$ cat src/rtl/decode_pkg.sv
// decode_pkg: shared types and field positions for the instruction decode stage.
// The op 00 immediate rotation is selected by the DECODE_ROT_IMM_EN macro
// inside instr_field_decode; this package is identical in both builds.
package decode_pkg;

  // Major opcode classes taken from instr[27:26]
  typedef enum logic [1:0] {
    DP  = 2'b00,
    MEM = 2'b01,
    BR  = 2'b10,
    ILL = 2'b11
  } op_e;

  // Occupancy of the OUT/SKID register pair
  typedef enum logic [1:0] {
    EMPTY = 2'b00,
    ONE   = 2'b01,
    FULL  = 2'b10
  } skid_state_e;

  // Decoded fields held in OUT and SKID. The immediate is kept at 32 bits;
  // imm_sext tells the output stage to sign-extend it to DATA_WIDTH.
  typedef struct packed {
    op_e         op;
    logic [3:0]  cond;
    logic [5:0]  funct;
    logic [3:0]  rn;
    logic [3:0]  rm;
    logic [3:0]  rd;
    logic [31:0] imm;
    logic        imm_sext;
    logic [1:0]  sh_type;
    logic [4:0]  shamt;
    logic        idx_pre;
    logic        idx_up;
    logic        idx_wb;
    logic        link;
    logic        illegal;
  } decoded_t;

  // Instruction field bit positions
  localparam int COND_LSB   = 28;
  localparam int OP_LSB     = 26;
  localparam int I_BIT      = 25;
  localparam int FUNCT_LSB  = 20;
  localparam int RN_LSB     = 16;
  localparam int RD_LSB     = 12;
  localparam int ROT_LSB    = 8;
  localparam int SHAMT_LSB  = 7;
  localparam int SHTYPE_LSB = 5;
  localparam int RM_LSB     = 0;
  localparam int IMM8_LSB   = 0;
  localparam int IMM12_LSB  = 0;
  localparam int P_BIT      = 24;
  localparam int U_BIT      = 23;
  localparam int W_BIT      = 21;
  localparam int L_BIT      = 24;
  localparam int BOFF_MSB   = 23;

  // 32-bit rotate right; amounts 0..31
  function automatic logic [31:0] ror32(input logic [31:0] v, input logic [4:0] amt);
    logic [63:0] t;
    t = {v, v} >> amt;
    return t[31:0];
  endfunction

endpackage

$ cat src/rtl/instr_field_decode.sv
// instr_field_decode: purely combinational split of a 32-bit instruction into
// decoded_t. Macro DECODE_ROT_IMM_EN enables rotation of op 00 immediates;
// without it the 8-bit immediate is zero-extended and instr[11:8] ignored.
// Branch offsets are sign-extended and shifted within 32 bits, which keeps the
// full value as long as BRANCH_SHIFT <= 8.
module instr_field_decode
  import decode_pkg::*;
#(
  parameter int BRANCH_SHIFT = 2
) (
  input  logic [31:0] instr,
  output decoded_t    dec
);

  logic [31:0] dp_imm;
  logic [31:0] br_off;

`ifdef DECODE_ROT_IMM_EN
  assign dp_imm = ror32({24'b0, instr[IMM8_LSB +: 8]}, {instr[ROT_LSB +: 4], 1'b0});
`else
  assign dp_imm = {24'b0, instr[IMM8_LSB +: 8]};
`endif

  assign br_off = {{8{instr[BOFF_MSB]}}, instr[BOFF_MSB:0]};

  // Field extraction per op class; anything not set for a class stays zero
  always_comb begin
    dec      = '0;
    dec.op   = op_e'(instr[OP_LSB +: 2]);
    dec.cond = instr[COND_LSB +: 4];
    unique case (op_e'(instr[OP_LSB +: 2]))
      DP: begin
        dec.funct = instr[FUNCT_LSB +: 6];
        dec.rn    = instr[RN_LSB +: 4];
        dec.rd    = instr[RD_LSB +: 4];
        if (instr[I_BIT]) begin
          dec.imm = dp_imm;
        end else begin
          dec.rm      = instr[RM_LSB +: 4];
          dec.shamt   = instr[SHAMT_LSB +: 5];
          dec.sh_type = instr[SHTYPE_LSB +: 2];
        end
      end
      MEM: begin
        dec.funct   = instr[FUNCT_LSB +: 6];
        dec.rn      = instr[RN_LSB +: 4];
        dec.rd      = instr[RD_LSB +: 4];
        dec.idx_pre = instr[P_BIT];
        dec.idx_up  = instr[U_BIT];
        dec.idx_wb  = instr[W_BIT];
        if (!instr[I_BIT]) begin
          dec.imm = {20'b0, instr[IMM12_LSB +: 12]};
        end else begin
          dec.rm      = instr[RM_LSB +: 4];
          dec.shamt   = instr[SHAMT_LSB +: 5];
          dec.sh_type = instr[SHTYPE_LSB +: 2];
        end
      end
      BR: begin
        dec.funct    = {4'b0, instr[I_BIT], instr[L_BIT]};
        dec.link     = instr[L_BIT];
        dec.imm      = br_off << BRANCH_SHIFT;
        dec.imm_sext = 1'b1;
      end
      ILL: begin
        dec.illegal = 1'b1;
      end
      default: begin
        dec.illegal = 1'b1;
      end
    endcase
  end

endmodule

$ cat src/rtl/instr_decode_stage.sv
// instr_decode_stage: registered decode stage with a two-entry skid buffer
// (OUT + SKID) so fetch and execute can stall independently. in_ready is a
// register equal to (state != FULL). Optional macro DECODE_ROT_IMM_EN is
// handled inside instr_field_decode. DATA_WIDTH must be at least 32.
module instr_decode_stage
  import decode_pkg::*;
#(
  parameter int DATA_WIDTH   = 32,
  parameter int REG_W        = 4,
  parameter int BRANCH_SHIFT = 2
) (
  input  logic                  clk,
  input  logic                  rst_n,
  input  logic                  flush,
  input  logic                  in_valid,
  output logic                  in_ready,
  input  logic [31:0]           instr,
  output logic                  out_valid,
  input  logic                  out_ready,
  output logic [1:0]            op,
  output logic [3:0]            cond,
  output logic [5:0]            funct,
  output logic [REG_W-1:0]      rn,
  output logic [REG_W-1:0]      rm,
  output logic [REG_W-1:0]      rd,
  output logic [DATA_WIDTH-1:0] imm,
  output logic [1:0]            sh_type,
  output logic [4:0]            shamt,
  output logic                  idx_pre,
  output logic                  idx_up,
  output logic                  idx_wb,
  output logic                  link,
  output logic                  illegal
);

  decoded_t              dec;
  decoded_t              out_q;
  decoded_t              skid_q;
  skid_state_e           state;
  logic                  accept;
  logic                  deliver;
  logic [DATA_WIDTH-1:0] imm_signed;
  logic [DATA_WIDTH-1:0] imm_unsigned;

  instr_field_decode #(
    .BRANCH_SHIFT(BRANCH_SHIFT)
  ) u_field_decode (
    .instr(instr),
    .dec  (dec)
  );

  assign accept  = in_valid && in_ready;
  assign deliver = out_valid && out_ready;

  // Skid buffer state machine: flush beats accept/deliver, SKID drains into OUT
  always_ff @(posedge clk or negedge rst_n) begin
    if (!rst_n) begin
      state     <= EMPTY;
      out_valid <= 1'b0;
      in_ready  <= 1'b1;
      out_q     <= '0;
      skid_q    <= '0;
    end else if (flush) begin
      state     <= EMPTY;
      out_valid <= 1'b0;
      in_ready  <= 1'b1;
      out_q     <= '0;
      skid_q    <= '0;
    end else begin
      unique case (state)
        EMPTY: begin
          if (accept) begin
            out_q     <= dec;
            out_valid <= 1'b1;
            state     <= ONE;
          end
        end
        ONE: begin
          if (accept && !deliver) begin
            skid_q   <= dec;
            in_ready <= 1'b0;
            state    <= FULL;
          end else if (!accept && deliver) begin
            out_valid <= 1'b0;
            state     <= EMPTY;
          end else if (accept && deliver) begin
            out_q <= dec;
          end
        end
        FULL: begin
          if (deliver) begin
            out_q    <= skid_q;
            in_ready <= 1'b1;
            state    <= ONE;
          end
        end
        default: begin
          out_valid <= 1'b0;
          in_ready  <= 1'b1;
          state     <= EMPTY;
        end
      endcase
    end
  end

  assign imm_signed   = DATA_WIDTH'($signed(out_q.imm));
  assign imm_unsigned = DATA_WIDTH'(out_q.imm);

  assign op      = out_q.op;
  assign cond    = out_q.cond;
  assign funct   = out_q.funct;
  assign rn      = REG_W'(out_q.rn);
  assign rm      = REG_W'(out_q.rm);
  assign rd      = REG_W'(out_q.rd);
  assign imm     = out_q.imm_sext ? imm_signed : imm_unsigned;
  assign sh_type = out_q.sh_type;
  assign shamt   = out_q.shamt;
  assign idx_pre = out_q.idx_pre;
  assign idx_up  = out_q.idx_up;
  assign idx_wb  = out_q.idx_wb;
  assign link    = out_q.link;
  assign illegal = out_q.illegal;

endmodule

$ cat config.mk
export PLATFORM = sky130hd
export DESIGN_NAME = instr_decode_stage
export DESIGN_NICKNAME = d
export VERILOG_FILES = /design/src/rtl/decode_pkg.sv /design/src/rtl/instr_field_decode.sv /design/src/rtl/instr_decode_stage.sv
export SDC_FILE = /design/constraint.sdc
export NUM_CORES = 1
export LEC_CHECK = 0
export CORE_UTILIZATION = 60
export DETAILED_ROUTE_END_ITERATION = 10
export PLACE_DENSITY = 0.87
export SKIP_LAST_GASP = 1
export SYNTH_ARGS = -nofsm -noshare
export SYNTH_HDL_FRONTEND = slang
export SYNTH_HIERARCHICAL = 1
export SYNTH_SLANG_ARGS = --single-unit
$ cat constraint.sdc
create_clock -name clk -period 5.8 [get_ports clk]
set_input_delay 1.16 -clock clk [delete_from_list [all_inputs] [get_ports clk]]
set_output_delay 1.16 -clock clk [all_outputs]
set_load 0.05 [all_outputs]
# After elaboration in Yosys (flattened, before gate mapping)
# Index checks and enable logic that the tools add are counted.
dict set report classes {
  eq_ne 15
  muxes 39
  n_reduce_logical 18
}
# op n
set ops {}
lappend ops {{two-way mux 69 bit} 9}
lappend ops {{one-hot mux 69 bit (3 select lines)} 1}
lappend ops {{one-hot mux 32 bit (3 select lines)} 1}
lappend ops {{one-hot mux 12 bit (2 select lines)} 1}
lappend ops {{!= test 3 bit, second input constant} 7}
lappend ops {{two-way mux 7 bit} 2}
lappend ops {{one-hot mux 7 bit (2 select lines)} 1}
lappend ops {{two-way mux 12 bit} 1}
lappend ops {{one-hot mux 6 bit (2 select lines)} 1}
lappend ops {{two-way mux 1 bit} 10}
lappend ops {{two-way mux 2 bit} 5}
lappend ops {{two-way mux 4 bit} 2}
lappend ops {{two-way mux 8 bit} 1}
lappend ops {{equality test 2 bit, second input constant} 3}
lappend ops {{one-hot mux 1 bit (3 select lines)} 2}
lappend ops {{one-hot mux 2 bit (3 select lines)} 1}
lappend ops {{AND reduction 3 bit} 2}
lappend ops {{AND reduction 6 bit} 1}
lappend ops {{logical AND 1 bit} 5}
lappend ops {{equality test 2 x 1 -> 1 bit, second input constant} 2}
lappend ops {{logical NOT 2 bit} 2}
lappend ops {{!= test 2 bit, second input constant} 2}
lappend ops {{!= test 4 bit, second input constant} 1}
lappend ops {{AND reduction 4 bit} 1}
lappend ops {{6 further kinds} 8}
dict set report word_totals {
  regBits 141
  input_bits 37
  out_inout_bits 70
  word_cells 104
}

# Logic depth before layout (Yosys ltp)
# Gate-level depths: netlist of run 1.
dict set report depth {
  ltp_word 8
  ltp_mapped 8
  mapped_depth_nobuf 6
}

# Cells and area by module
# Netlist of run 1, hierarchy kept.
# mod n_inst cells_each area_each_um2 seq_area_each_um2
set modules_own_cells {}
lappend modules_own_cells {instr_decode_stage 1 581 6861.6 3504.6}
lappend modules_own_cells {instr_field_decode 1 83 585.6 0.0}

# Least setup slack after synthesis of run 1
# Ideal clock, no wire load.
dict set report synth_timing {
  kind {input-to-reg}
  start {input flush}
  end {register out_q, in the netlist cond[0]}
  setup_time_ps 126
  arrival_ps 2356
  required_time_ps 5674
  setup_slack_ps 3317
  cell_stages 6
  n_path_buf 2
  cell_sequence {nand2b_1 > a41oi_2 > buf_2 > buf_2 > nor4_1 > a311o_1}
}
dict set report synth_via {
  elab_chain_cells 2
  elab_cells_between_ends 8
  classes_between {eq/ne (5); mux (1); reduce/logical (2)}
}
# item line_no
set synth_lines {}
lappend synth_lines {{start, declared} instr_decode_stage.sv:14} ;# input logic flush,
lappend synth_lines {{!= test 3 bit (no line) or nonzero test 4 bit (tied branches)} n/a}
lappend synth_lines {{AND reduction 6 bit (no line)} n/a}
lappend synth_lines {{end signal, assigned} instr_decode_stage.sv:92} ;# out_q <= skid_q;
lappend synth_lines {{end, declared} instr_decode_stage.sv:37} ;# decoded_t out_q;
# Parallel ways exist; a longest one is shown, timed or not.
# A chain may end at the register's enable or synchronous reset.

# Worst setup path in the final report of run 1
dict set report layout_timing {
  start {input in_valid}
  end {register out_q, in the netlist imm[12]}
}
dict set report layout_via {
  elab_chain_cells 5
  elab_cells_between_ends 10
  classes_between {eq/ne (4); reduce/logical (6)}
}
# item line_no
set layout_lines {}
lappend layout_lines {{start, declared} instr_decode_stage.sv:15} ;# input logic in_valid,
lappend layout_lines {{logical AND 1 bit (*)} instr_decode_stage.sv:52} ;# assign accept = in_valid && in_ready;
lappend layout_lines {{logical NOT 1 bit} instr_decode_stage.sv:83} ;# end else if (!accept && deliver) begin
lappend layout_lines {{logical AND 1 bit} instr_decode_stage.sv:83}
lappend layout_lines {{!= test 3 bit (no line)} n/a}
lappend layout_lines {{AND reduction 6 bit (no line) (*)} n/a}
# Mark *: on every way between the ends. The rest lies on a longest branch, timed or not.

==> report_table.html, run 1 <==
<table>
<tr><th>Metric</th><th>Value</th></tr>
<tr><th colspan="2">Status</th></tr>
<tr><td>Outcome</td><td>finished, final reports clean</td></tr>
<tr><th colspan="2">Flow run</th></tr>
<tr><td>Max Cap Viol</td><td>0</td></tr>
<tr><th colspan="2">Critical path</th></tr>
<tr><td>Worst path top cell family by delay</td><td>buffers and inverters</td></tr>
<tr><td>CP Class</td><td>input port to flop</td></tr>
<tr><td>FF-to-FF setup slack</td><td>2.66 ns</td></tr>
<tr><td>Crit path from</td><td>in_valid</td></tr>
<tr><td>CP Data Required Time</td><td>6.10 ns</td></tr>
<tr><td>Worst reg2reg path endpoint</td><td>imm[12]$_DFFE_PN0P_</td></tr>
<tr><td>Category of the worst setup path launch point</td><td>input port</td></tr>
<tr><td>Worst path arrival time</td><td>3.91 ns</td></tr>
<tr><td>Largest stage delay on the critical path</td><td>0.85 ns</td></tr>
<tr><td>Cell repeated most along the worst path</td><td>sky130_fd_sc_hd__buf_4</td></tr>
<tr><td>Count of buffering cells on the critical path with inverters included</td><td>3</td></tr>
<tr><td>Number of cells traversed by the worst register-to-register path</td><td>7</td></tr>
<tr><td>Crit-path cells</td><td>clkdlybuf4s50_1 &gt; nand2_1 &gt; a221o_4 &gt; buf_4 &gt; buf_4 &gt; nor4_1 &gt; a311o_1</td></tr>
<tr><td>Maximum net fanout on the critical path</td><td>90</td></tr>
<tr><td>FF-to-FF Start</td><td>state[0]$_DFFE_PN0P_</td></tr>
<tr><td>Slowest cell on crit path</td><td>sky130_fd_sc_hd__a221o_4</td></tr>
<tr><td>Critical path destination</td><td>imm[12]$_DFFE_PN0P_</td></tr>
<tr><td>Critical path capture point type</td><td>flop</td></tr>
<tr><td>CP Depth</td><td>7</td></tr>
<tr><th colspan="2">CTS</th></tr>
<tr><td>Number of buffers inserted to repair setup after CTS</td><td>0</td></tr>
<tr><td>Buffer levels on the longest clock path</td><td>2</td></tr>
<tr><td>Clock Pin Slew Worst Setup and Hold Paths</td><td>0.06 ns</td></tr>
<tr><td>Insertion delay to the later sink of the worst-skew pair</td><td>0.42 ns</td></tr>
<tr><td>CTS tree</td><td>built</td></tr>
<tr><td>H-tree lvl count</td><td>4</td></tr>
<tr><td>CTS Root Cell</td><td>sky130_fd_sc_hd__clkbuf_16</td></tr>
<tr><td>Number of hold buffers added after cts</td><td>0</td></tr>
<tr><td>TritonCTS Sinks</td><td>140</td></tr>
<tr><td>Clock buffer count from CTS</td><td>17</td></tr>
<tr><td>CTS-repair resized insts</td><td>0</td></tr>
<tr><th colspan="2">Power</th></tr>
<tr><td>Clk pwr share</td><td>0.293</td></tr>
<tr><td>Net switching power</td><td>1.48 mW</td></tr>
<tr><td>Internal Power</td><td>2.21 mW</td></tr>
<tr><td>Register share of total power</td><td>0.331</td></tr>
<tr><td>Share of power burned in combinational logic</td><td>0.375</td></tr>
<tr><td>IR drop worst, VDD</td><td>0.301 mV</td></tr>
<tr><td>Cell Pwr Density</td><td>411 mW/mm^2</td></tr>
<tr><td>Static power due to leakage</td><td>3.65 nW</td></tr>
<tr><td>Net switching fraction of the power</td><td>0.401</td></tr>
<tr><th colspan="2">Floorplanning</th></tr>
<tr><td>Std cell rows</td><td>40</td></tr>
<tr><td>Chip Width</td><td>113 microns</td></tr>
<tr><td>Initial Util</td><td>0.617</td></tr>
<tr><td>Die Outline Area</td><td>0.0129 sq mm</td></tr>
<tr><td>Die boundary height</td><td>113 microns</td></tr>
<tr><td>Area inside the core boundary</td><td>0.0121 sq mm</td></tr>
<tr><td>Number of primary I/O pins</td><td>107</td></tr>
<tr><th colspan="2">Global route</th></tr>
<tr><td>Overall routing resource usage</td><td>0.307</td></tr>
<tr><td>Initial antenna violation count</td><td>0</td></tr>
<tr><td>Global route overflow</td><td>0</td></tr>
<tr><td>Largest net degree at the start of global routing</td><td>93</td></tr>
<tr><td>Number of global-route vias before repair</td><td>5988</td></tr>
<tr><td>First-pass GRT wire length</td><td>30900 microns</td></tr>
<tr><th colspan="2">Yosys</th></tr>
<tr><td>Mux share of post-synthesis cell area</td><td>0.0929</td></tr>
<tr><td>Number of instances in the synthesized netlist</td><td>664</td></tr>
<tr><td>Sequential-to-total area share from yosys stat</td><td>0.471</td></tr>
<tr><td>Combinational family with the most area after synthesis</td><td>compound AO/OA/AOI/OAI gates</td></tr>
<tr><td>Cell type with the highest aggregate area in the netlist</td><td>sky130_fd_sc_hd__dfrtp_1</td></tr>
<tr><td>Syn Nets</td><td>705</td></tr>
<tr><td>Synth Warn #</td><td>6</td></tr>
<tr><td>Post-synthesis compound-gate area fraction</td><td>0.200</td></tr>
<tr><td>Top-count cell post-synth</td><td>sky130_fd_sc_hd__dfrtp_1</td></tr>
<tr><td>Cell area after synthesis</td><td>0.00745 sq mm</td></tr>
<tr><td>Count of distinct cell types in the synthesized netlist</td><td>36</td></tr>
<tr><td>Most numerous cell types in the synthesized netlist</td><td>139 x sky130_fd_sc_hd__dfrtp_1, 86 x sky130_fd_sc_hd__and2_1, 70 x sky130_fd_sc_hd__a22o_1</td></tr>
<tr><td>Cell types with the largest area share after synthesis</td><td>sky130_fd_sc_hd__dfrtp_1 47%, sky130_fd_sc_hd__a311o_1 9.1%, sky130_fd_sc_hd__mux2i_1 9.1%</td></tr>
<tr><td>Syn_area_per_cell</td><td>11.2 sq um</td></tr>
<tr><td>EDFF count, synth</td><td>0</td></tr>
<tr><td>Xor/xnor share of the synthesized area</td><td>0.00336</td></tr>
<tr><td>Synth Area in Adders</td><td>0.00672</td></tr>
<tr><td>Share of synthesized cell area in and, or, nand and nor gates</td><td>0.164</td></tr>
<tr><td>Yosys reg bits</td><td>140</td></tr>
<tr><td>Proportion of synthesized flip-flops having asynchronous set or reset</td><td>1.00</td></tr>
<tr><td>Share of Yosys cell area claimed by the top area cell type</td><td>0.467</td></tr>
<tr><td>Ys flop type</td><td>sky130_fd_sc_hd__dfrtp_1</td></tr>
<tr><th colspan="2">Timing</th></tr>
<tr><td>Max-Slew Margin vs Limit</td><td>0.175</td></tr>
<tr><td>Setup repair after global routing missed its margin</td><td>no</td></tr>
<tr><td>Post-route setup TNS</td><td>0 ns</td></tr>
<tr><td>Achievable frequency</td><td>277 MHz</td></tr>
<tr><td>Clock period minus final worst setup slack</td><td>3.60 ns</td></tr>
<tr><td>Fin. max-slew vios</td><td>0</td></tr>
<tr><td>Slew of the pin with the lowest slew margin</td><td>1.24 ns</td></tr>
<tr><td>Setup violations, final</td><td>0</td></tr>
<tr><td>Share of the clock period used by the worst path after layout</td><td>0.621</td></tr>
<tr><td>Layout Skew</td><td>0.00480 ns</td></tr>
<tr><td>Final hold violation count</td><td>0</td></tr>
<tr><th colspan="2">Min path</th></tr>
<tr><td>Worst min path class</td><td>flop to flop</td></tr>
<tr><td>Worst Hold Depth</td><td>1</td></tr>
<tr><th colspan="2">Final layout</th></tr>
<tr><td>Antenna diode count</td><td>0</td></tr>
<tr><td>Final instance count without filler cells</td><td>894</td></tr>
<tr><td>Net count of the finished layout</td><td>754</td></tr>
<tr><td>Ratio of cells with drive above 1 in the final layout</td><td>0.0744</td></tr>
<tr><td>Synthesis-to-finish area growth</td><td>20.8%</td></tr>
<tr><td>Fillcell total</td><td>824</td></tr>
<tr><th colspan="2">Routing</th></tr>
<tr><td>DRC</td><td>0</td></tr>
<tr><td>Count of antenna-violating nets left after detailed routing</td><td>0</td></tr>
<tr><td>First-pass iteration count of the detailed router</td><td>5</td></tr>
<tr><td>DRT iter0 DRCs</td><td>631</td></tr>
<tr><td>Average via count per standard cell</td><td>6.68</td></tr>
<tr><td>Routed wire length</td><td>18600 microns</td></tr>
<tr><td>WL per Instance</td><td>20.8 microns</td></tr>
<tr><td>Routed vias</td><td>5973</td></tr>
<tr><th colspan="2">Place</th></tr>
<tr><td>Weighted congestion at the end of routability-driven global placement</td><td>0.848</td></tr>
<tr><td>IO buf count</td><td>106</td></tr>
<tr><td>Half-perimeter wire length after detailed placement</td><td>11300 microns</td></tr>
<tr><td>Count of placed standard cells including taps</td><td>862</td></tr>
</table>
-- power groups by stage --
stage,registers (mW),clock network (mW),logic (mW)
floorplan,1.58,0,0.663
global placement,1.23,0,1.35
detailed placement,1.24,0,1.37
CTS,1.22,1.10,1.38
global route,1.24,1.14,1.47
finish,1.22,1.08,1.39
-- worst min path at each step --
stage	start	end	slack (ns)
final	skid_q[68]$_DFFE_PN0P_	skid_q[68]$_DFFE_PN0P_	0.50
after global placement	skid_q[20]$_DFFE_PN0P_	skid_q[20]$_DFFE_PN0P_	0.49
after floorplan	skid_q[0]$_DFFE_PN0P_	skid_q[0]$_DFFE_PN0P_	0.47
after global routing	skid_q[57]$_DFFE_PN0P_	skid_q[57]$_DFFE_PN0P_	0.51
after detailed placement	skid_q[42]$_DFFE_PN0P_	skid_q[42]$_DFFE_PN0P_	0.49
after CTS	skid_q[13]$_DFFE_PN0P_	skid_q[13]$_DFFE_PN0P_	0.51
-- cells by family (layout without fill, tap and decap cells) --
| family | after synthesis | after routing |
|---|---|---|
| buffers and inverters | 93 | 155 |
| flip-flops | 140 | 140 |
| AO/OA/AOI/OAI | 162 | 162 |
| XOR/XNOR | 2 | 2 |
| adder cells (fa/ha/maj) | 4 | 4 |
| AND/OR/NAND/NOR | 194 | 194 |
| multiplexers | 69 | 69 |
-- per-stage QoR --
stage | util | cell area (sq um) | power (mW) | setup WS, ns | hold slack (ns)
4_1_cts | 0.746 | 9000 | 3.70 | 2.24 | 0.508
2_1_floorplan | - | 7450 | 2.24 | 3.32 | 0.473
3_5_place_dp | 0.697 | 8410 | 2.61 | 1.81 | 0.491
5_1_grt | 0.746 | 9000 | 3.85 | 2.05 | 0.514
6_report | 0.746 | 9000 | 3.70 | 2.20 | 0.502
3_3_place_gp | 0.697 | 8410 | 2.57 | 1.94 | 0.487
-- state kept, by name, summed over array words and instances (netlist names), 4 cells and up --
name	flops
funct	6
cond	4
skid_q	68
rm	4
rn	4
shamt	5
imm	32
rd	4
-- worst reg2reg max path, cell delays in order, from the launching register on --
cell	delay, ns
sky130_fd_sc_hd__dfrtp_1	0.41
sky130_fd_sc_hd__inv_1	0.16
sky130_fd_sc_hd__ha_4	0.39
sky130_fd_sc_hd__a221o_4	0.89
sky130_fd_sc_hd__buf_4	0.47
sky130_fd_sc_hd__buf_4	0.31
sky130_fd_sc_hd__nor4_1	0.09
sky130_fd_sc_hd__a311o_1	0.31
-- area by class of cell --
| cell class | instances | area (sq um) | area share |
|---|---|---|---|
| multi-input combinational | 431 | 3530 | 0.392 |
| sequential | 140 | 3500 | 0.390 |
| timing repair buffer | 117 | 1140 | 0.127 |
| clock buffer | 22 | 474 | 0.0527 |
| tap | 168 | 210 | 0.0234 |
| clock inverter | 10 | 115 | 0.0128 |
| inverter | 6 | 22.5 | 0.00250 |
-- layout by cell type (no fill, tap or decap), drive strengths merged, types with 6 or more instances in the layout --
cell	netlist	final
buf	41	13
a21oi	7	7
nor4	68	68
mux2i	68	68
nor2b	16	16
dfrtp	139	139
clkbuf	46	22
nor3b	11	11
clkdlybuf4s50	0	104
and2	86	86
inv	6	6
a22o	70	70
clkinvlp	0	6
a311o	68	68
a32o	10	10
-- per-layer routing --
metal	global-route usage	wire [microns]
met5	0	0
met4	0.133	451
met3	0.0531	972
met2	0.485	9190
met1	0.420	8020
(Power assumes the default switching activity.)
==> inputs of run 2 (changes only) <==
--- a/config.mk
+++ b/config.mk
@@ -5,9 +5,9 @@
 export SDC_FILE = /design/constraint.sdc
 export NUM_CORES = 1
 export LEC_CHECK = 0
-export CORE_UTILIZATION = 60
+export CORE_UTILIZATION = 50
 export DETAILED_ROUTE_END_ITERATION = 10
-export PLACE_DENSITY = 0.87
+export PLACE_DENSITY = 0.77
 export SKIP_LAST_GASP = 1
 export SYNTH_ARGS = -nofsm -noshare
 export SYNTH_HDL_FRONTEND = slang
==> constraint.sdc (replaced) <==
create_clock -name clk -period 3.1 [get_ports clk]
set_input_delay 0.62 -clock clk [delete_from_list [all_inputs] [get_ports clk]]
set_output_delay 0.62 -clock clk [all_outputs]
set_load 0.05 [all_outputs]
==> run 2 against run 1 <==
Worst hold slack worse by 0.35 ns. Critical path depth fell by 6. Clock power is 84% higher. Non-clock buffer count grew 9. Combinational power is 93% higher.
==> report_table.html, run 2 (synthesis gave the netlist of run 1 again) <==
<table>
<tr><th>Metric</th><th>Value</th></tr>
<tr><th colspan="2">Status</th></tr>
<tr><td>Outcome</td><td>finished, final reports clean</td></tr>
<tr><th colspan="2">CTS</th></tr>
<tr><td>Number of buffers inserted to repair setup after CTS</td><td>0 (unchanged)</td></tr>
<tr><td>Number of hold buffers added after cts</td><td>0 (unchanged)</td></tr>
<tr><td>CTS tree</td><td>built</td></tr>
<tr><td>Clock buffer count from CTS</td><td>17 (unchanged)</td></tr>
<tr><td>Clock Pin Slew Worst Setup and Hold Paths</td><td>0.06 ns (about the same)</td></tr>
<tr><td>Buffer levels on the longest clock path</td><td>2 (unchanged)</td></tr>
<tr><td>CTS Root Cell</td><td>sky130_fd_sc_hd__clkbuf_16</td></tr>
<tr><td>Insertion delay to the later sink of the worst-skew pair</td><td>0.43 ns (about the same)</td></tr>
<tr><td>TritonCTS Sinks</td><td>140 (unchanged)</td></tr>
<tr><td>CTS-repair resized insts</td><td>0 (unchanged)</td></tr>
<tr><td>H-tree lvl count</td><td>4 (unchanged)</td></tr>
<tr><th colspan="2">Place</th></tr>
<tr><td>IO buf count</td><td>106 (unchanged)</td></tr>
<tr><td>Weighted congestion at the end of routability-driven global placement</td><td>0.847 (about the same)</td></tr>
<tr><td>Pre-CTS setup slack</td><td>0.281 ns (-1.53 ns)</td></tr>
<tr><td>Half-perimeter wire length after detailed placement</td><td>11900 microns (+5.8%)</td></tr>
<tr><td>Post-Place Cell Area</td><td>0.00857 sq mm (+1.9%)</td></tr>
<tr><td>Count of placed standard cells including taps</td><td>887 (+2.9%)</td></tr>
<tr><th colspan="2">Critical path</th></tr>
<tr><td>Largest stage delay on the critical path</td><td>0.81 ns (-0.04 ns)</td></tr>
<tr><td>FF-to-FF setup slack</td><td>0.84 ns (-1.82 ns)</td></tr>
<tr><td>Category of the worst setup path launch point</td><td>flop</td></tr>
<tr><td>Slowest cell on crit path</td><td>sky130_fd_sc_hd__clkdlybuf4s50_1</td></tr>
<tr><td>Maximum net fanout on the critical path</td><td>4 (-96%)</td></tr>
<tr><td>Worst path arrival time</td><td>1.81 ns (-2.10 ns)</td></tr>
<tr><td>Number of cells traversed by the worst register-to-register path</td><td>7 (unchanged)</td></tr>
<tr><td>Critical path capture point type</td><td>output port</td></tr>
<tr><td>CP Data Required Time</td><td>2.48 ns (-3.62 ns)</td></tr>
<tr><td>Worst reg2reg path endpoint</td><td>idx_wb$_DFFE_PN0P_</td></tr>
<tr><td>Worst path top cell family by delay</td><td>buffers and inverters</td></tr>
<tr><td>Count of buffering cells on the critical path with inverters included</td><td>1 (-2)</td></tr>
<tr><td>CP Class</td><td>flop to output port</td></tr>
<tr><td>Crit-path cells</td><td>clkdlybuf4s50_1</td></tr>
<tr><td>FF-to-FF Start</td><td>state[0]$_DFFE_PN0P_</td></tr>
<tr><th colspan="2">Power</th></tr>
<tr><td>Cell Pwr Density</td><td>762 mW/mm^2 (+85%)</td></tr>
<tr><td>Static power due to leakage</td><td>3.73 nW (+2.1%)</td></tr>
<tr><td>IR drop worst, VDD</td><td>0.402 mV (+34%)</td></tr>
<tr><td>Power, Total</td><td>6.97 mW (+88%)</td></tr>
<tr><th colspan="2">Flow run</th></tr>
<tr><td>Max Cap Viol</td><td>0 (unchanged)</td></tr>
<tr><th colspan="2">Global route</th></tr>
<tr><td>Overall routing resource usage</td><td>0.267 (-0.0403)</td></tr>
<tr><td>Initial antenna violation count</td><td>1 (+1)</td></tr>
<tr><td>Number of global-route vias before repair</td><td>5917 (-1.2%)</td></tr>
<tr><td>Largest net degree at the start of global routing</td><td>74 (-20%)</td></tr>
<tr><td>Global route overflow</td><td>0 (unchanged)</td></tr>
<tr><td>First-pass GRT wire length</td><td>31300 microns (+1.2%)</td></tr>
<tr><th colspan="2">Min path</th></tr>
<tr><td>Worst min path class</td><td>input port to asynchronous set/reset pin</td></tr>
<tr><th colspan="2">Timing</th></tr>
<tr><td>Final hold slack</td><td>0.156 ns (-0.346 ns)</td></tr>
<tr><td>Worst path setup slack after routing</td><td>0.666 ns (-1.53 ns)</td></tr>
<tr><td>Post-route setup TNS</td><td>0 ns (unchanged)</td></tr>
<tr><td>Achievable frequency</td><td>411 MHz</td></tr>
<tr><td>Slew of the pin with the lowest slew margin</td><td>0.774 ns (-0.462 ns)</td></tr>
<tr><td>Setup violations, final</td><td>0 (unchanged)</td></tr>
<tr><td>Max-Slew Margin vs Limit</td><td>0.483 (+0.308)</td></tr>
<tr><td>Fin. max-slew vios</td><td>0 (unchanged)</td></tr>
<tr><td>Share of the clock period used by the worst path after layout</td><td>0.785</td></tr>
<tr><td>Final hold violation count</td><td>0 (unchanged)</td></tr>
<tr><td>Setup repair after global routing missed its margin</td><td>no</td></tr>
<tr><td>Clock period minus final worst setup slack</td><td>2.43 ns</td></tr>
<tr><td>Layout Skew</td><td>0.00503 ns (+0.000233 ns)</td></tr>
<tr><th colspan="2">Routing</th></tr>
<tr><td>WL per Instance</td><td>21.0 microns (+0.83%)</td></tr>
<tr><td>Routed vias</td><td>5963 (-0.17%)</td></tr>
<tr><td>First-pass iteration count of the detailed router</td><td>5 (unchanged)</td></tr>
<tr><td>Average via count per standard cell</td><td>6.49 (-2.9%)</td></tr>
<tr><td>DRT iter0 DRCs</td><td>593 (-6.0%)</td></tr>
<tr><td>Count of antenna-violating nets left after detailed routing</td><td>0 (unchanged)</td></tr>
<tr><td>DRC</td><td>0 (unchanged)</td></tr>
<tr><td>Routed wire length</td><td>19300 microns (+3.6%)</td></tr>
<tr><th colspan="2">Floorplanning</th></tr>
<tr><td>Number of primary I/O pins</td><td>107 (unchanged)</td></tr>
<tr><td>Initial Util</td><td>0.512 (-0.105)</td></tr>
<tr><td>Std cell rows</td><td>44 (+10%)</td></tr>
<tr><td>Chip Width</td><td>124 microns (+9.4%)</td></tr>
<tr><td>Die boundary height</td><td>124 microns (+9.4%)</td></tr>
<tr><td>Die Outline Area</td><td>0.0154 sq mm (+20%)</td></tr>
<tr><td>Area inside the core boundary</td><td>0.0145 sq mm (+20%)</td></tr>
<tr><th colspan="2">Final layout</th></tr>
<tr><td>Flip-flop count of the largest register after layout</td><td>68 (unchanged)</td></tr>
<tr><td>Ratio of cells with drive above 1 in the final layout</td><td>0.0816 (+0.00725)</td></tr>
<tr><td>Register bank with the most flops</td><td>skid_q</td></tr>
<tr><td>Synthesis-to-finish area growth</td><td>22.8%</td></tr>
<tr><td>Post-route cell area</td><td>0.00914 sq mm (+1.6%)</td></tr>
<tr><td>Final instance count without filler cells</td><td>919 (+2.8%)</td></tr>
<tr><td>Highest-count cells in the layout ignoring fill and taps</td><td>139 x sky130_fd_sc_hd__dfrtp_1, 104 x sky130_fd_sc_hd__clkdlybuf4s50_1, 86 x sky130_fd_sc_hd__and2_1</td></tr>
<tr><td>Fraction of the core area covered by cells at the end of the flow</td><td>0.629 (-0.117)</td></tr>
<tr><td>Commonest non-fill, non-tap cell in the layout</td><td>sky130_fd_sc_hd__dfrtp_1</td></tr>
<tr><td>Net count of the finished layout</td><td>763 (+1.2%)</td></tr>
<tr><td>Antenna diode count</td><td>0 (unchanged)</td></tr>
</table>
[run 2: layout make-up]
cell class,instances,area [sq um]
Fill cell,1151,5390
Multi-Input combinational cell,431,3530
Sequential cell,140,3500
Timing Repair Buffer,126,1280
Clock buffer,25,485
Tap cell,184,230
Clock inverter,7,87.6
Inverter,6,22.5
[run 2: worst max path at each step]
stage	from	endpoint	slack (ns)	cells past startpoint
6_report	in_ready$_DFFE_PN1P_	in_ready	0.67	1
5_1_grt	out_ready	imm[9]$_DFFE_PN0P_	0.60	6
4_1_cts	in_ready$_DFFE_PN1P_	in_ready	0.65	1
3_5_place_dp	out_ready	idx_wb$_DFFE_PN0P_	0.28	6
3_3_place_gp	out_ready	imm[2]$_DFFE_PN0P_	0.39	6
2_1_floorplan	out_valid$_DFFE_PN0P_	cond[0]$_DFFE_PN0P_	1.04	6
[run 2: power by group]
group	total (mW)	internal, mW	switching [mW]	leakage, nW
registers	2.29	2.08	0.207	1.93
logic	2.68	0.882	1.80	1.52
clock network	1.99	1.24	0.752	0.281
total	6.97	4.21	2.76	3.73
[run 2: metal layers]
metal	up-vias	share of wire	track usage
met1	3043	0.43	0.351
met5	-	0	0
li1	2681	-	-
met4	0	0.014	0.0833
met3	25	0.055	0.0623
met2	214	0.50	0.434
==> inputs of run 3 (changes only) <==
--- a/config.mk
+++ b/config.mk
@@ -5,9 +5,9 @@
 export SDC_FILE = /design/constraint.sdc
 export NUM_CORES = 1
 export LEC_CHECK = 0
-export CORE_UTILIZATION = 50
+export CORE_UTILIZATION = 55
 export DETAILED_ROUTE_END_ITERATION = 10
-export PLACE_DENSITY = 0.77
+export PLACE_DENSITY = 0.8
 export SKIP_LAST_GASP = 1
 export SYNTH_ARGS = -nofsm -noshare
 export SYNTH_HDL_FRONTEND = slang
==> constraint.sdc (replaced) <==
create_clock -name clk -period 2.26 [get_ports clk]
set_input_delay 0.452 -clock clk [delete_from_list [all_inputs] [get_ports clk]]
set_output_delay 0.452 -clock clk [all_outputs]
set_load 0.05 [all_outputs]
==> run 3 against run 2 <==
The flow now finishes with violations (negative hold slack). Final cell count grew 0.76%. Combinational power grew 46%. Clock skew grew 0.00072 ns. Largest cell class unchanged. Count of clock-buffer cells in the layout shrank 5. Global-route usage grew 3.4 points. Total power grew 44%. Register-to-register slack lost 0.73 ns. Core utilization grew 7.9 points.
==> report_table.html, run 3 (synthesis gave the netlist of run 1 again) <==
<table>
<tr><th>Metric</th><th>Value</th></tr>
<tr><th colspan="2">Status</th></tr>
<tr><td>Outcome</td><td>complete, but fails checks</td></tr>
<tr><td>Violated checks</td><td>negative hold slack</td></tr>
<tr><th colspan="2">CTS</th></tr>
<tr><td>CTS Root Cell</td><td>sky130_fd_sc_hd__clkbuf_16</td></tr>
<tr><td>Number of buffers inserted to repair setup after CTS</td><td>0 (unchanged)</td></tr>
<tr><td>H-tree lvl count</td><td>4 (unchanged)</td></tr>
<tr><td>Clock Pin Slew Worst Setup and Hold Paths</td><td>0.06 ns (about the same)</td></tr>
<tr><td>Buffer levels on the longest clock path</td><td>2 (unchanged)</td></tr>
<tr><td>CTS tree</td><td>built</td></tr>
<tr><td>TritonCTS Sinks</td><td>140 (unchanged)</td></tr>
<tr><td>Clock buffer count from CTS</td><td>17 (unchanged)</td></tr>
<tr><td>Number of hold buffers added after cts</td><td>0 (unchanged)</td></tr>
<tr><td>Insertion delay to the later sink of the worst-skew pair</td><td>0.42 ns (about the same)</td></tr>
<tr><th colspan="2">Global route</th></tr>
<tr><td>Overall routing resource usage</td><td>0.301 (+0.0345)</td></tr>
<tr><td>Global-route layer with the greatest usage</td><td>met2</td></tr>
<tr><td>Number of global-route vias before repair</td><td>6414 (+8.4%)</td></tr>
<tr><td>Initial antenna violation count</td><td>0 (-1)</td></tr>
<tr><td>Met3 demand-to-capacity share in global routing</td><td>0.0738 (+0.0116)</td></tr>
<tr><td>Largest net degree at the start of global routing</td><td>77 (+4.1%)</td></tr>
<tr><td>Met1 Resource Use GR</td><td>0.396 (+0.0446)</td></tr>
<tr><td>First-pass GRT wire length</td><td>33200 microns (+6.1%)</td></tr>
<tr><td>Global route overflow</td><td>0 (unchanged)</td></tr>
<tr><td>Met2 usage</td><td>0.482 (+0.0476)</td></tr>
<tr><th colspan="2">Power</th></tr>
<tr><td>Cell Pwr Density</td><td>1070 mW/mm^2 (+41%)</td></tr>
<tr><td>Static power due to leakage</td><td>3.85 nW (+3.3%)</td></tr>
<tr><td>IR drop worst, VDD</td><td>0.814 mV (+100%)</td></tr>
<tr><th colspan="2">Place</th></tr>
<tr><td>IO buf count</td><td>106 (unchanged)</td></tr>
<tr><td>Weighted congestion at the end of routability-driven global placement</td><td>0.846 (-0.14%)</td></tr>
<tr><td>Half-perimeter wire length after detailed placement</td><td>12700 microns (+6.8%)</td></tr>
<tr><td>Pre-CTS setup slack</td><td>-0.350 ns (-0.631 ns)</td></tr>
<tr><th colspan="2">Timing</th></tr>
<tr><td>Fin. max-slew vios</td><td>0 (unchanged)</td></tr>
<tr><td>Layout Skew</td><td>0.00575 ns (+0.000720 ns)</td></tr>
<tr><td>Final hold violation count</td><td>8 (+8)</td></tr>
<tr><td>Slew of the pin with the lowest slew margin</td><td>0.653 ns (-0.122 ns)</td></tr>
<tr><td>Max-Slew Margin vs Limit</td><td>0.564 (+0.0811)</td></tr>
<tr><td>Achievable frequency</td><td>457 MHz</td></tr>
<tr><td>Setup repair after global routing missed its margin</td><td>no</td></tr>
<tr><td>Share of the clock period used by the worst path after layout</td><td>0.969</td></tr>
<tr><td>Final hold slack</td><td>-0.0133 ns (-0.169 ns)</td></tr>
<tr><td>Setup violations, final</td><td>0 (unchanged)</td></tr>
<tr><td>Worst path setup slack after routing</td><td>0.0702 ns (-0.596 ns)</td></tr>
<tr><td>Clock period minus final worst setup slack</td><td>2.19 ns</td></tr>
<tr><th colspan="2">Final layout</th></tr>
<tr><td>Commonest non-fill, non-tap cell in the layout</td><td>sky130_fd_sc_hd__dfrtp_1</td></tr>
<tr><td>Register bank with the most flops</td><td>skid_q</td></tr>
<tr><td>Fraction of the core area covered by cells at the end of the flow</td><td>0.708 (+0.0794)</td></tr>
<tr><td>Ratio of cells with drive above 1 in the final layout</td><td>0.108 (+0.0264)</td></tr>
<tr><td>Highest-count cells in the layout ignoring fill and taps</td><td>139 x sky130_fd_sc_hd__dfrtp_1, 103 x sky130_fd_sc_hd__clkdlybuf4s50_1, 86 x sky130_fd_sc_hd__and2_1</td></tr>
<tr><td>Antenna diode count</td><td>0 (unchanged)</td></tr>
<tr><td>Flip-flop count of the largest register after layout</td><td>68 (unchanged)</td></tr>
<tr><td>Net count of the finished layout</td><td>778 (+2.0%)</td></tr>
<tr><td>Synthesis-to-finish area growth</td><td>26.0%</td></tr>
<tr><td>Fillcell total</td><td>976 (-15%)</td></tr>
<tr><th colspan="2">Critical path</th></tr>
<tr><td>CP Class</td><td>flop to output port</td></tr>
<tr><td>Maximum net fanout on the critical path</td><td>5 (+1)</td></tr>
<tr><td>Count of buffering cells on the critical path with inverters included</td><td>1 (unchanged)</td></tr>
<tr><td>Worst path top cell family by delay</td><td>buffers and inverters</td></tr>
<tr><td>Category of the worst setup path launch point</td><td>flop</td></tr>
<tr><td>Largest stage delay on the critical path</td><td>0.85 ns (+0.04 ns)</td></tr>
<tr><td>Critical path capture point type</td><td>output port</td></tr>
<tr><td>Worst path arrival time</td><td>1.74 ns (-0.07 ns)</td></tr>
<tr><td>CP Data Required Time</td><td>1.81 ns (-0.67 ns)</td></tr>
<tr><td>Slowest cell on crit path</td><td>sky130_fd_sc_hd__clkdlybuf4s50_1</td></tr>
<tr><td>Number of cells traversed by the worst register-to-register path</td><td>7 (unchanged)</td></tr>
<tr><td>CP Depth</td><td>1 (unchanged)</td></tr>
<tr><td>Crit-path cells</td><td>clkdlybuf4s50_1</td></tr>
<tr><th colspan="2">Floorplanning</th></tr>
<tr><td>Chip Width</td><td>118 microns (-4.6%)</td></tr>
<tr><td>Initial Util</td><td>0.562 (+0.0500)</td></tr>
<tr><td>Die Outline Area</td><td>0.0140 sq mm (-8.9%)</td></tr>
<tr><td>Area inside the core boundary</td><td>0.0132 sq mm (-8.9%)</td></tr>
<tr><td>Die boundary height</td><td>118 microns (-4.6%)</td></tr>
<tr><td>Number of primary I/O pins</td><td>107 (unchanged)</td></tr>
<tr><td>Std cell rows</td><td>42 (-4.5%)</td></tr>
<tr><th colspan="2">Routing</th></tr>
<tr><td>DRC</td><td>0 (unchanged)</td></tr>
<tr><td>First-pass iteration count of the detailed router</td><td>7 (+2)</td></tr>
<tr><td>Average via count per standard cell</td><td>6.65 (+2.6%)</td></tr>
<tr><td>Count of antenna-violating nets left after detailed routing</td><td>0 (unchanged)</td></tr>
<tr><td>Routed vias</td><td>6162 (+3.3%)</td></tr>
<tr><td>DRT iter0 DRCs</td><td>530 (-11%)</td></tr>
<tr><td>WL per Instance</td><td>21.7 microns (+3.2%)</td></tr>
<tr><td>Routed wire length</td><td>20100 microns (+4.0%)</td></tr>
<tr><th colspan="2">Min path</th></tr>
<tr><td>Worst min path class</td><td>input port to asynchronous set/reset pin</td></tr>
<tr><th colspan="2">Flow run</th></tr>
<tr><td>Max Cap Viol</td><td>0 (unchanged)</td></tr>
</table>
run 3: cell types whose count changed in the layout (fill, tap and decap cells not counted), sizes merged:
cell,change
clkbuf,-5
buf,+15
clkinv,+1
clkinvlp,+2
bufinv,+2
dlygate4sd2,+1
clkdlybuf4s50,-1
run 3: repair_timing:
action,4_1_cts,5_1_grt
endpoints found under the setup margin,1,4
pin swaps,0,0
resized for setup,1,2
gates cloned,0,0
run 3: metrics by stage:
step	TNS (ns)	cell area [sq um]	power (mW)	hold WS, ns	instances
finish	0	9380	10.1	-0.0133	926
global placement	-5.92	8730	6.95	0.441	894
detailed placement	-8.60	8730	7.05	0.446	894
floorplan	0	7450	5.76	0.156	664
CTS	0	9370	10.1	0.000321	926
global route	0	9380	10.5	0.0206	926
run 3: worst paths after layout:
path	startpoint	end	slack (ns)
max	out_valid$_DFFE_PN0P_	out_valid	0.07
min	rst_n	imm[24]$_DFFE_PN0P_	-0.01
max reg2reg	state[1]$_DFFE_PN0P_	imm[31]$_DFFE_PN0P_	0.11
min reg2reg	skid_q[37]$_DFFE_PN0P_	skid_q[37]$_DFFE_PN0P_	0.51
max in group asynchronous	rst_n	in_ready$_DFFE_PN1P_	1.60
min in group clk	skid_q[37]$_DFFE_PN0P_	skid_q[37]$_DFFE_PN0P_	0.51
run 3: metal layers:
layer | wire (microns) | vias to the layer above
met5 | 0 | -
met2 | 10000 | 292
met4 | 423 | 0
met1 | 8300 | 3107
li1 | - | 2723
met3 | 1350 | 40
run 3: layout make-up:
| type | count | area [sq um] | share of cell area |
|---|---|---|---|
| Sequential cell | 140 | 3500 | 0.374 |
| Inverter | 6 | 22.5 | 0.00240 |
| Multi-Input combinational cell | 431 | 3540 | 0.378 |
| Timing Repair Buffer | 141 | 1460 | 0.155 |
| Clock inverter | 12 | 168 | 0.0179 |
| Tap cell | 176 | 220 | 0.0235 |
| Clock buffer | 20 | 467 | 0.0497 |
run 3: where the power goes:
group	switching, mW	internal, mW	leakage (nW)
combinational	2.54	1.37	1.61
sequential	0.284	2.86	1.93
clock	1.09	1.92	0.308
